File: config.mk
export PLATFORM = sky130hd
export DESIGN_NAME = dram_port_arbiter
export DESIGN_NICKNAME = d
export VERILOG_FILES = /design/src/rtl/dram_port_arbiter.sv
export SDC_FILE = /design/constraint.sdc
export NUM_CORES = 1
export LEC_CHECK = 0
export BUFFER_PORTS_ARGS = -buffer_cell sky130_fd_sc_hd__buf_2
export CORE_MARGIN = 10
export CORE_UTILIZATION = 58
export CTS_BUF_LIST = sky130_fd_sc_hd__clkbuf_16
export CTS_CLUSTER_SIZE = 20
export DETAILED_ROUTE_END_ITERATION = 12
export PLACE_DENSITY = 0.84
export SLEW_MARGIN = 5
export SYNTH_ARGS = -nofsm -noshare
export SYNTH_HDL_FRONTEND = slang
export SYNTH_SLANG_ARGS = --single-unit
export TNS_END_PERCENT = 10
File: constraint.sdc
create_clock -name clk -period 16.6 [get_ports clk]
set_clock_uncertainty 0.1 [all_clocks]
set_input_delay 2.49 -clock clk [delete_from_list [all_inputs] [get_ports clk]]
set_output_delay 2.49 -clock clk [all_outputs]
set_load 0.05 [all_outputs]
File: src/rtl/dram_port_arbiter.sv
// Two-port arbiter for the external DRAM port: one-deep request slot per port,
// round-robin grant, a single transaction in flight, optional ack timeout.
module dram_port_arbiter #(
  parameter int unsigned ADDR_W         = 22,
  parameter int unsigned DATA_W         = 32,
  parameter int unsigned TIMEOUT_CYCLES = 1024
) (
  input  logic                  clk,
  input  logic                  reset,
  input  logic                  sync_reset,
  input  logic [ADDR_W-1:0]     m0_addr,
  input  logic                  m0_read_en,
  input  logic                  m0_write_en,
  input  logic [DATA_W/8-1:0]   m0_byte_enable,
  input  logic [DATA_W-1:0]     m0_write_data,
  output logic                  m0_ack,
  output logic [DATA_W-1:0]     m0_read_data,
  output logic                  m0_err,
  output logic                  m0_busy,
  input  logic [ADDR_W-1:0]     m1_addr,
  input  logic                  m1_read_en,
  input  logic                  m1_write_en,
  input  logic [DATA_W/8-1:0]   m1_byte_enable,
  input  logic [DATA_W-1:0]     m1_write_data,
  output logic                  m1_ack,
  output logic [DATA_W-1:0]     m1_read_data,
  output logic                  m1_err,
  output logic                  m1_busy,
  output logic [ADDR_W-1:0]     dram_addr,
  output logic                  dram_read_en,
  output logic                  dram_write_en,
  output logic [DATA_W/8-1:0]   dram_byte_enable,
  output logic [DATA_W-1:0]     dram_write_data,
  input  logic                  dram_ack,
  input  logic [DATA_W-1:0]     dram_read_data
);

  localparam int unsigned BE_W  = DATA_W / 8;
  localparam int unsigned CNT_W = (TIMEOUT_CYCLES < 2) ? 2 : $clog2(TIMEOUT_CYCLES + 1);
  localparam bit          TO_EN = (TIMEOUT_CYCLES != 0);

  typedef enum logic [1:0] {S_IDLE, S_ISSUE, S_WAIT} state_t;

  state_t            r_state;
  state_t            w_state_nxt;
  logic              w_grant;
  logic              w_grant_port;
  logic              w_done;
  logic              w_timeout;
  logic [CNT_W-1:0]  w_cnt_inc;

  logic [1:0]        w_req;
  logic [1:0]        w_req_wr;
  logic [ADDR_W-1:0] w_addr  [2];
  logic [BE_W-1:0]   w_be    [2];
  logic [DATA_W-1:0] w_wdata [2];

  logic [1:0]        r_slot_vld;
  logic [1:0]        r_slot_wr;
  logic [ADDR_W-1:0] r_slot_addr [2];
  logic [BE_W-1:0]   r_slot_be   [2];
  logic [DATA_W-1:0] r_slot_data [2];

  logic              r_owner;
  logic              r_last_grant;
  logic [CNT_W-1:0]  r_cnt;
  logic [1:0]        r_ack;
  logic [1:0]        r_err;
  logic [DATA_W-1:0] r_rdata [2];
  logic [ADDR_W-1:0] r_dram_addr;
  logic              r_dram_rd;
  logic              r_dram_wr;
  logic [BE_W-1:0]   r_dram_be;
  logic [DATA_W-1:0] r_dram_wdata;

  // Per-port views of the request inputs; read+write together counts as a write
  assign w_req    = {m1_read_en | m1_write_en, m0_read_en | m0_write_en};
  assign w_req_wr = {m1_write_en, m0_write_en};
  assign w_addr[0]  = m0_addr;
  assign w_addr[1]  = m1_addr;
  assign w_be[0]    = m0_byte_enable;
  assign w_be[1]    = m1_byte_enable;
  assign w_wdata[0] = m0_write_data;
  assign w_wdata[1] = m1_write_data;

  always_ff @(posedge clk or posedge reset) begin
    if (reset)           r_state <= S_IDLE;
    else if (sync_reset) r_state <= S_IDLE;
    else                 r_state <= w_state_nxt;
  end

  // Grant selection, completion and timeout detection
  always_comb begin
    w_state_nxt  = r_state;
    w_grant      = 1'b0;
    w_grant_port = 1'b0;
    w_done       = 1'b0;
    w_timeout    = 1'b0;
    w_cnt_inc    = r_cnt + CNT_W'(1);
    case (r_state)
      S_IDLE: begin
        if (r_slot_vld != 2'b00) begin
          w_grant      = 1'b1;
          w_grant_port = (r_slot_vld == 2'b11) ? ~r_last_grant : r_slot_vld[1];
          w_state_nxt  = S_ISSUE;
        end
      end
      S_ISSUE, S_WAIT: begin
        if (dram_ack) begin
          w_done      = 1'b1;
          w_state_nxt = S_IDLE;
        end else if (TO_EN && (w_cnt_inc == CNT_W'(TIMEOUT_CYCLES))) begin
          w_done      = 1'b1;
          w_timeout   = 1'b1;
          w_state_nxt = S_IDLE;
        end else begin
          w_state_nxt = S_WAIT;
        end
      end
      default: w_state_nxt = S_IDLE;
    endcase
  end

  // Slots, completion pulses and the registered DRAM command
  always_ff @(posedge clk or posedge reset) begin
    if (reset) begin
      r_slot_vld   <= '0;
      r_slot_wr    <= '0;
      r_ack        <= '0;
      r_err        <= '0;
      r_owner      <= 1'b0;
      r_last_grant <= 1'b1;
      r_cnt        <= '0;
      r_dram_addr  <= '0;
      r_dram_rd    <= 1'b0;
      r_dram_wr    <= 1'b0;
      r_dram_be    <= '0;
      r_dram_wdata <= '0;
      for (int p = 0; p < 2; p++) begin
        r_slot_addr[p] <= '0;
        r_slot_be[p]   <= '0;
        r_slot_data[p] <= '0;
        r_rdata[p]     <= '0;
      end
    end else if (sync_reset) begin
      r_slot_vld   <= '0;
      r_slot_wr    <= '0;
      r_ack        <= '0;
      r_err        <= '0;
      r_owner      <= 1'b0;
      r_last_grant <= 1'b1;
      r_cnt        <= '0;
      r_dram_addr  <= '0;
      r_dram_rd    <= 1'b0;
      r_dram_wr    <= 1'b0;
      r_dram_be    <= '0;
      r_dram_wdata <= '0;
      for (int p = 0; p < 2; p++) begin
        r_slot_addr[p] <= '0;
        r_slot_be[p]   <= '0;
        r_slot_data[p] <= '0;
        r_rdata[p]     <= '0;
      end
    end else begin
      r_dram_rd <= 1'b0;
      r_dram_wr <= 1'b0;
      for (int p = 0; p < 2; p++) begin
        r_ack[p]   <= 1'b0;
        r_err[p]   <= 1'b0;
        r_rdata[p] <= '0;
        if (w_done && (r_owner == 1'(p))) begin
          r_ack[p]      <= 1'b1;
          r_err[p]      <= w_timeout;
          r_rdata[p]    <= (r_slot_wr[p] || w_timeout) ? '0 : dram_read_data;
          r_slot_vld[p] <= 1'b0;
        end
        // A capture on the edge that frees the slot overrides the clear
        if (w_req[p]) begin
          if (!r_slot_vld[p] || (w_done && (r_owner == 1'(p)))) begin
            r_slot_vld[p]  <= 1'b1;
            r_slot_wr[p]   <= w_req_wr[p];
            r_slot_addr[p] <= w_addr[p];
            r_slot_be[p]   <= w_be[p];
            r_slot_data[p] <= w_wdata[p];
          end else begin
            r_err[p] <= 1'b1;
          end
        end
      end
      if (w_grant) begin
        r_owner      <= w_grant_port;
        r_last_grant <= w_grant_port;
        r_cnt        <= '0;
        r_dram_addr  <= r_slot_addr[w_grant_port];
        r_dram_be    <= r_slot_be[w_grant_port];
        r_dram_wdata <= r_slot_data[w_grant_port];
        r_dram_rd    <= ~r_slot_wr[w_grant_port];
        r_dram_wr    <= r_slot_wr[w_grant_port];
      end else if (r_state != S_IDLE) begin
        r_cnt <= w_cnt_inc;
      end
    end
  end

  assign m0_ack           = r_ack[0];
  assign m0_err           = r_err[0];
  assign m0_read_data     = r_rdata[0];
  assign m0_busy          = r_slot_vld[0];
  assign m1_ack           = r_ack[1];
  assign m1_err           = r_err[1];
  assign m1_read_data     = r_rdata[1];
  assign m1_busy          = r_slot_vld[1];
  assign dram_addr        = r_dram_addr;
  assign dram_read_en     = r_dram_rd;
  assign dram_write_en    = r_dram_wr;
  assign dram_byte_enable = r_dram_be;
  assign dram_write_data  = r_dram_wdata;

endmodule

# After elaboration in Yosys (flattened, before gate mapping)
# Index checks and enable logic that the tools add are counted.
[totals] ff_bits=263 output_inout_bits=130
[op_classes] n_eq_ne=5 bitwise_logic=6 n_lt_le_gt_ge=2 n_addsub=1 n_reduce_logical=20 mux=84
[ops] cell="$mux 32" n=13
[ops] cell="$mux 22" n=9
[ops] cell="$mux 64" n=2
[ops] cell="$mux 44" n=1
[ops] cell="$mux 1" n=37
[ops] cell="$mux 4" n=9
[ops] cell="$mux 11" n=3
[ops] cell="$mux 2" n=8
[ops] cell="$reduce_bool 2->1" n=7
[ops] cell="$add 11x1->11 const B" n=1
[ops] cell="$eq 11x11->1 const B" n=1
[ops] cell="$mux 8" n=1
[ops] cell="$eq 2x2->1 const B" n=2
[ops] cell="$logic_or 1x1->1" n=4
[ops] cell="$pmux 2 s2" n=1
[ops] cell="$reduce_and 2->1" n=2
[ops] cell="$ne 3x3->1 const B" n=1
[ops] cell="$not 1->1" n=3
[ops] cell="$reduce_bool 3->1" n=1
[ops] cell="$eq 2x1->1 const B" n=1
[ops] cell="$ge 2x2->1 const B" n=1
[ops] cell="$logic_and 1x1->1" n=2
[ops] cell="$logic_not 1->1" n=2
[ops] cell="$logic_not 2->1" n=1
[ops] cell="other kinds (4)" n=5

# Logic depth before layout (Yosys ltp)
[logic_depth] ltp_word=10 depth_mapped=9 ltp_nobuf=7

# Least setup slack after synthesis
# No wires, ideal clock.
[synth_timing] kind="input port to flip-flop" startpoint="in sync_reset" endpoint="reg r_dram_addr[21], in the netlist dram_addr[21]" stages=6 path_buffers=2 required_ns=16.433 setup_slack_ns=12.702 t_arrival_ns=3.731 cell_sequence="clkbuf_1 -> or3_1 -> nor2_1 -> clkbuf_1 -> a222oi_1 -> inv_1"
[synth_between] elab_chain_len=1
[synth_lines] item="from (decl)" line_no="10" source="input logic sync_reset,"
[synth_lines] item="$mux 22 / $reduce_bool 2->1 (equally long branches)"
[synth_lines] item="to (signal assigned)" line_no="194" source="r_dram_addr <= r_slot_addr[w_grant_port];"
[synth_lines] item="to (decl)" line_no="70" source="logic [ADDR_W-1:0] r_dram_addr;"
# Parallel ways exist; a longest one is shown, timed or not.
# A chain may end at the register's enable or synchronous reset.

# Worst setup path after layout
[layout_timing] startpoint="in sync_reset" endpoint="reg r_dram_wdata[15], in the netlist dram_write_data[15]"
[layout_between] elab_chain_len=1
[layout_lines] item="$mux 32 / $reduce_bool 2->1 (equally long branches)"
[layout_lines] item="to (signal assigned)" line_no="196" source="r_dram_wdata <= r_slot_data[w_grant_port];"
[layout_lines] item="to (decl)" line_no="74" source="logic [DATA_W-1:0] r_dram_wdata;"
# Parallel ways exist; a longest one is shown, timed or not.

==> results.cfg <==
[clock_network]
cts-htree-levels = 1
ctsResizeCount = 0
cts_tree = done
hold_buffers = 0
path_clk_slew_ns = 0.06
cts_made_buffers = 27
numClockSinks = 263
cts_max_path_buffers = 3
clock-root-buffer = clkbuf_16
post_cts_buffers = 0
clock_latency_ns = 0.52

[placed_design]
place.port_buffers = 285
gp_congestion = 0.813
place_ws_ns = 11.37
hpwl_um = 19600
placed_area_um2 = 13200

[worst_setup_path]
start_kind = input pin
cp.depth = 5
endpoint = dram_write_data[15]
critPathArrivalTime_ns = 5.11
cp_max_fo = 136
cp-end-kind = register
critPathTopFamily = simple AND/OR/NAND/NOR gates
cp_slowest_cell = nor2_4
r2r-start = r_state[0]
r2r-end = dram_write_data[15]
required_ns = 16.94
worst-r2r-setup-slack_ns = 12.92
crit_start = sync_reset
crit_type = input pin to register
critPathBufInv = 2
max_stage_delay_ns = 1.03
reg2reg_depth = 7
path_cells = buf_6 > or3_1 > nor2_4 > a222oi_1 > inv_1

[timing]
drv_slew = 0
fmax_ghz = 0.210
period_share_pct = 28.7
finalCriticalPeriod_ns = 4.77
slew-limit-headroom_pct = 22.3
finalHoldViolCount = 0
setup_violations = 0
rsz0062_at_grt = no
max_slew.worst_pin.slew_ns = 1.16
final.setup.worst_slack_ns = 11.83
tns_ns = 0

[power_and_ir_drop]
p_leak_nw = 7.52
power_density_nw_per_um2 = 107
peakVddDrop_mv = 0.0810

[routing]
ant_nets = 0
num_vias = 8442
drc = 0
vias_per_cell = 5.45
drtIter0Drc = 780
post_drt_wl_per_cell_um = 19.3
routed_wl_um = 29800
firstDrtPassIters = 6

[global_routing]
grt_remaining_overflow = 0
grt_pass1_wl_um = 47000
antenna_found_initial = 1
grt_max_degree = 137
grt_pass1_vias = 8736
busiest_layer = met2
met2_usage_pct = 36.0
use_met3_pct = 6.40
gr-usage-met1_pct = 27.8
track_usage_pct = 21.8

[logic_synthesis]
synth-seq-cells = 263
yosys_warnings = 0
syn-num-nets = 1172
synth_edf_count = 0
synth_area_leaders = dfrtp_1 (56%), nand2b_1 (13%), mux2i_1 (12%)
ys_async_sr_fraction_pct = 100
synth-main-ff-cell = dfrtp_1
syn_inst = 1013
synth.most_common_cell = dfrtp_1
syn_area_um2 = 11600
yosysSeqAreaShare_pct = 56.6
postSynthAreaPerCell_um2 = 11.5
yosysTopAreaCell = dfrtp_1
ys_types = 43
ys_top_cells_by_count = dfrtp_1 (262), nand2b_1 (235), mux2i_1 (136)
synth_top_area_share_pct = 56.3

[floorplan]
fp.dieArea_um2 = 26100
fp.dieW_um = 162
core-area_um2 = 19600
initial_core_util_pct = 59.4
ios = 286
rows = 51
die_h_um = 162

[status]
status = finished, final reports clean

[final_layout]
synthToLayoutAreaGrowth_pct = 20.2
final_area_um2 = 14000
final_nets = 1423
drive_gt1_share_pct = 26.4

[min_path]
min-delay-path-class = register to register
min_path_cells = 2

[job]
cap_viol_max_count = 0
## cell families after synthesis
| group | Yosys count | share of synthesized area, % |
|---|---|---|
| and+or+nand+nor | 388 | 19.8 |
| DFF | 263 | 56.6 |
| muxes | 136 | 11.7 |
| AOI/OAI and AO/OA | 108 | 7.19 |
| adders and majority gates | 3 | 0.323 |
| buffers and inverters | 115 | 4.44 |
## routing by layer
metal  vias up  share of wire, %
met5         -                 0
met4         0               1.7
met3        41               8.4
met2       322                49
met1      4172                41
li1       3907                 -
## tightest hold or removal path: stages (launching register included)
cell	delay (ns)
dfrtp_1	0.34
a222oi_1	0.06
inv_1	0.05
## worst min path at each step
stage | endpoint | slack, ns | startpoint
6_report | dram_write_data[17] | 0.39 | r_slot_data[17]
5_1_grt | dram_write_data[26] | 0.41 | r_slot_data[26]
4_1_cts | dram_write_data[17] | 0.39 | r_slot_data[17]
3_5_place_dp | dram_addr[12] | 0.37 | r_slot_addr[12]
3_3_place_gp | dram_addr[18] | 0.36 | dram_addr[18]
2_1_floorplan | dram_addr[0] | 0.36 | r_slot_addr[0]
## report_power, final
part	internal, mW	switching [mW]
clock network	0.324	0.237
logic	0.0792	0.157
registers	0.680	0.0240
## registers in the layout (all words and copies together) (netlist names)
name / cells
r_state: 2
dram_byte_enable: 4
r_slot_wr: 2
dram_read_en: 1
r_err: 2
m0_read_data: 32
r_slot_be: 8
r_owner: 1
dram_addr: 22
r_last_grant: 1
r_slot_data: 64
dram_write_en: 1
r_slot_vld: 2
r_cnt: 11
r_slot_addr: 44
m1_read_data: 32
dram_write_data: 32
r_ack: 2
## cell type report
type / count / area, um^2
sequential: 263 / 6580
fill: 1418 / 5610
clock inverter: 21 / 140
tap: 265 / 332
inverter: 46 / 180
multi-input combinational: 635 / 4590
antenna: 1 / 2.50
clock buffer: 27 / 676
timing repair buffer: 291 / 1480
## metrics by stage
step	hold WS (ns)	cells	total power, mW	util (%)
after detailed placement	0.374	1500	0.951	67.2
after global routing	0.411	1549	1.56	71.4
after CTS	0.386	1548	1.51	71.4
final	0.386	1549	1.50	71.4
after global placement	0.359	1500	0.944	67.2
after floorplan	0.357	1013	0.879	-
## layout by cell type (no fill, tap or decap), types with 10 or more instances in the layout
cell type and n:
a21oi_1 15, a222oi_1 39, and2_1 67, buf_2 284
clkbuf_16 27, clkinv_1 10, dfrtp_1 262, inv_1 49
mux2i_1 136, nand2_1 26, nand2b_1 235, nor2_1 20
o21ai_0 32
(Power assumes the default switching activity.)
